<file path="config.mk">
export PLATFORM = sky130hd
export DESIGN_NAME = wave_capture
export DESIGN_NICKNAME = d
export VERILOG_FILES = /design/src/rtl/wave_capture.sv
export SDC_FILE = /design/constraint.sdc
export NUM_CORES = 1
export LEC_CHECK = 0
export CAP_MARGIN = 10
export CORE_ASPECT_RATIO = 2
export CORE_MARGIN = 2
export CORE_UTILIZATION = 35
export DETAILED_ROUTE_END_ITERATION = 12
export PLACE_DENSITY_LB_ADDON = 0.08
export SLEW_MARGIN = 20
export SYNTH_ARGS = -nofsm -noshare
export SYNTH_HDL_FRONTEND = slang
export SYNTH_SLANG_ARGS = --single-unit
</file>
<file path="constraint.sdc">
create_clock -name clk -period 2.9 [get_ports clk]
set_input_delay 0.435 -clock clk [delete_from_list [all_inputs] [get_ports clk]]
set_output_delay 0.435 -clock clk [all_outputs]
set_load 0.1 [all_outputs]
</file>
<file path="src/rtl/wave_capture.sv">
// ============================================================================
// Module      : wave_capture
// Description : Writer side of the dual-half wave RAM. Arms on a rising zero
//               crossing, stores 256 offset-binary samples into the hidden
//               half, then swaps halves once the display is idle.
// Revision    : 1.0 - initial release
// ============================================================================
`default_nettype none

module wave_capture #(
  parameter int SAMPLE_W = 16,
  parameter int ADDR_W   = 9
) (
  input  logic                clk,
  input  logic                reset,
  input  logic                new_sample_ready,
  input  logic [SAMPLE_W-1:0] new_sample_in,
  input  logic                wave_display_idle,
  output logic [ADDR_W-1:0]   write_address,
  output logic                write_enable,
  output logic [7:0]          write_sample,
  output logic                read_index
);

  typedef enum logic [1:0] {
    S_ARMED  = 2'd0,
    S_ACTIVE = 2'd1,
    S_WAIT   = 2'd2
  } state_t;

  localparam logic [ADDR_W-2:0] c_last_count = '1;

  state_t              r_state;
  state_t              w_next_state;
  logic [ADDR_W-2:0]   r_count;
  logic                r_prev_neg;
  logic                r_read_index;
  logic                r_write_enable;
  logic [ADDR_W-1:0]   r_write_address;
  logic [7:0]          r_write_sample;

  logic                w_trigger;
  logic                w_do_write;
  logic                w_swap;
  logic [7:0]          w_converted;
  logic                w_unused_low_bits;

  // Top byte of the sample with the sign bit flipped gives offset binary.
  assign w_converted       = {~new_sample_in[SAMPLE_W-1], new_sample_in[SAMPLE_W-2 -: 7]};
  assign w_unused_low_bits = ^new_sample_in[SAMPLE_W-9:0];

  always_ff @(posedge clk or negedge reset) begin
    if (!reset) begin
      r_state <= S_ARMED;
    end else begin
      r_state <= w_next_state;
    end
  end

  always_comb begin
    w_next_state = r_state;
    w_trigger    = 1'b0;
    w_do_write   = 1'b0;
    w_swap       = 1'b0;
    case (r_state)
      S_ARMED: begin
        if (new_sample_ready && r_prev_neg && !new_sample_in[SAMPLE_W-1]) begin
          w_trigger    = 1'b1;
          w_next_state = S_ACTIVE;
        end
      end
      S_ACTIVE: begin
        if (new_sample_ready) begin
          w_do_write = 1'b1;
          if (r_count == c_last_count) begin
            w_next_state = S_WAIT;
          end
        end
      end
      S_WAIT: begin
        if (wave_display_idle) begin
          w_swap       = 1'b1;
          w_next_state = S_ARMED;
        end
      end
      default: begin
        w_next_state = S_ARMED;
      end
    endcase
  end

  always_ff @(posedge clk or negedge reset) begin
    if (!reset) begin
      r_count         <= '0;
      r_prev_neg      <= 1'b0;
      r_read_index    <= 1'b0;
      r_write_enable  <= 1'b0;
      r_write_address <= '0;
      r_write_sample  <= 8'h00;
    end else begin
      r_write_enable <= w_do_write;
      if (new_sample_ready) begin
        r_prev_neg <= new_sample_in[SAMPLE_W-1];
      end
      // Count wraps naturally to 0 after the 256th write.
      if (w_trigger) begin
        r_count <= '0;
      end else if (w_do_write) begin
        r_count <= r_count + 1'b1;
      end
      if (w_do_write) begin
        r_write_address <= {~r_read_index, r_count};
        r_write_sample  <= w_converted;
      end
      if (w_swap) begin
        r_read_index <= ~r_read_index;
      end
    end
  end

  assign write_address = r_write_address;
  assign write_enable  = r_write_enable;
  assign write_sample  = r_write_sample;
  assign read_index    = r_read_index;

endmodule

`default_nettype wire

</file>
==> impl_metrics.toml <==
[run_status]
status = "finished clean"

[setup_path]
reg2regPathDepth = 3
crit_chain = "clkdlybuf4s50_1 -> nand4b_1 -> or4_1 -> a21oi_1"
required_ps = 3110
path_class = "in -> reg"
crit_slowest_cell = "or4_1"
end_kind = "flop"
start_kind = "input pin"
crit_arrival_ps = 2170
slowest_delay_ps = 620
path_max_fanout = 11

[finish]
diodes = 0
seq_area_sq_um = 751
fin_cells = 166
multi_input_area_sq_um = 454
drive_gt1_share_pct = 33.6
synthToLayoutAreaGrowth_pct = 32.0
finalNetCount = 154
nFillCells = 333
final_common_cell = "dfrtp_1"
final_cell_mix = "30 x dfrtp_1, 22 x buf_4, 15 x mux2_2"

[clocking]
worstSkewPairLatency_ps = 280
cts.clk_slew.worst_paths_ps = 60
cts_tree = "built"
h-tree-depth = 2
ctsResizeCount = 0
cts_root_buf = "clkbuf_8"
cts_buffer_depth = 2
clock-sinks = 30
hold_buffers = 0
numCtsBuffers = 5
post_cts.repair.setup_buffers = 0

[yosys]
syn_avg_cell_area_sq_um = 12.7
synth_warnings = 0
synthDistinctLibCells = 24
synth_area_sq_mm = 0.00122
synth_fp_nets = 117
synthCells = 96
seq_area_frac_synth_pct = 61.3
ys_ff_latch = 30

[global_routing]
antenna_found_initial = 0
grtUsageMet1_pct = 14.6
track_usage_pct = 13.6
grt_pass1_wl_microns = 3840
grt_max_degree = 31
use_met3_pct = 4.54
grt.overflow.total = 0
met2_usage_pct = 22.3
grt_pass1_vias = 854
top_usage_layer = "met2"

[power]
peakVddDrop_mv = 0.488
leakage_nw = 0.736
power.density_mw_per_mm2 = 1010

[floorplanning]
die_x_microns = 45.8
core_area_sq_mm = 0.00338
dieArea_sq_mm = 0.00401
initial_core_util_pct = 36.2
die_y_microns = 87.6
io-pin-count = 39
core.rowCount = 30

[route]
viasPerCell = 5.36
antenna_left = 0
remaining_drc_errors = 0
drt-initial-drc-count = 10
dr.pass1.iters = 3
wl_per_cell_microns = 14.3
vias = 890
wl_microns = 2370

[timing]
hold_viol = 0
rsz0062_at_grt = "no"
drv_slew = 0
fmax_mhz = 509
worstMarginPinSlew_ps = 563
slew_headroom_pct = 62.3
setup_tns_ps = 0
setup_viol = 0
skew_ps = 3.95
layout_min_cycle_time_ps = 1970
finalCritPeriodShare_pct = 67.8

[flow_run]
drv_cap = 0

[placement]
placed_cells = 158
numPortBuffers = 30
routabilityCongestion = 0.704
dp_hpwl_microns = 1680

[hold_path]
holdCritPathClass = "reg -> reg"
hold_depth = 2
worst paths after layout:
check,slack (ps),startpoint,to
min in group asynchronous,540,reset,write_sample[6]
max,930,new_sample_ready,r_count[5]
max in group asynchronous,2080,reset,write_sample[7]
min reg2reg,490,write_address[8],write_address[8]
max reg2reg,1180,r_state[1],r_count[5]
min,490,write_address[8],write_address[8]
cell usage after synthesis, drive strengths merged:
cell type   n  share of area, %
o22ai       1              0.51
xnor2       1              0.72
mux2i       1              0.82
a21o        1              0.61
nand4bb     1              0.92
inv         1              0.31
buf         3               1.2
o21ai       5               2.0
dfrtp      30                61
ha          1               1.0
nand4b      2               1.4
xor2        2               1.4
mux2       15                14
nand3b      2               1.2
a21oi       5               2.0
or4         2               1.2
or3         3               1.6
nand4       3               1.5
nor3        1              0.41
nand2b      1              0.51
nor2        6               1.8
o31ai       2               1.2
nand2       7               2.1
critical path: cells and delay by family:
kind | cells | cell delay (ps)
AOI/OAI and AO/OA | 1 | 160
buffers and inverters | 1 | 580
and+or+nand+nor | 2 | 990
state kept, by name, summed over array words and instances, names as in the netlist:
name           flops
r_count            8
read_index         1
r_prev_neg         1
write_sample       8
write_address      9
r_state            2
write_enable       1
power breakdown:
| part | leakage (nW) | switching (W) | internal [W] |
|---|---|---|---|
| Sequential | 0.368 | 0.0000797 | 0.000517 |
| Combinational | 0.319 | 0.000516 | 0.000167 |
| Clock | 0.0482 | 0.000153 | 0.000191 |
stage by stage:
| step | instance area [sq um] | utilization [%] | power, W | setup WS, ps | hold slack [ps] |
|---|---|---|---|---|---|
| after CTS | 1620 | 47.8 | 0.00165 | 933 | 495 |
| final | 1620 | 47.8 | 0.00162 | 935 | 488 |
| after global placement | 1520 | 45.1 | 0.00128 | 695 | 471 |
| after global routing | 1620 | 47.8 | 0.00170 | 879 | 513 |
| after floorplan | 1220 | - | 0.00113 | 1470 | 139 |
| after detailed placement | 1520 | 45.1 | 0.00130 | 648 | 473 |
cell families (layout without fill, tap and decap cells):
| kind of cell | after synthesis | count (layout) | share of synthesized area (%) |
|---|---|---|---|
| AO/OA/AOI/OAI | 14 | 14 | 6.44 |
| XOR/XNOR | 3 | 3 | 2.15 |
| adder cells (fa/ha/maj) | 1 | 1 | 1.02 |
| buffers and inverters | 4 | 42 | 1.53 |
| flip-flops | 30 | 30 | 61.3 |
| multiplexers | 16 | 16 | 14.6 |
| AND/OR/NAND/NOR | 28 | 28 | 12.9 |
final cells by class:
cell class,instances,share of cell area (%)
Clock buffer,7,5.34
Sequential cell,30,46.5
Clock inverter,1,0.310
Tap cell,32,2.48
Multi-Input combinational cell,62,28.1
Timing Repair Buffer,33,17.0
Inverter,1,0.232
metal layers:
| metal | vias up | share of wire [%] |
|---|---|---|
| li1 | 420 | - |
| met1 | 438 | 38 |
| met2 | 26 | 53 |
| met3 | 6 | 6.0 |
| met4 | 0 | 2.6 |
| met5 | - | 0 |
No activity file was read; power rests on OpenSTA's default activity.
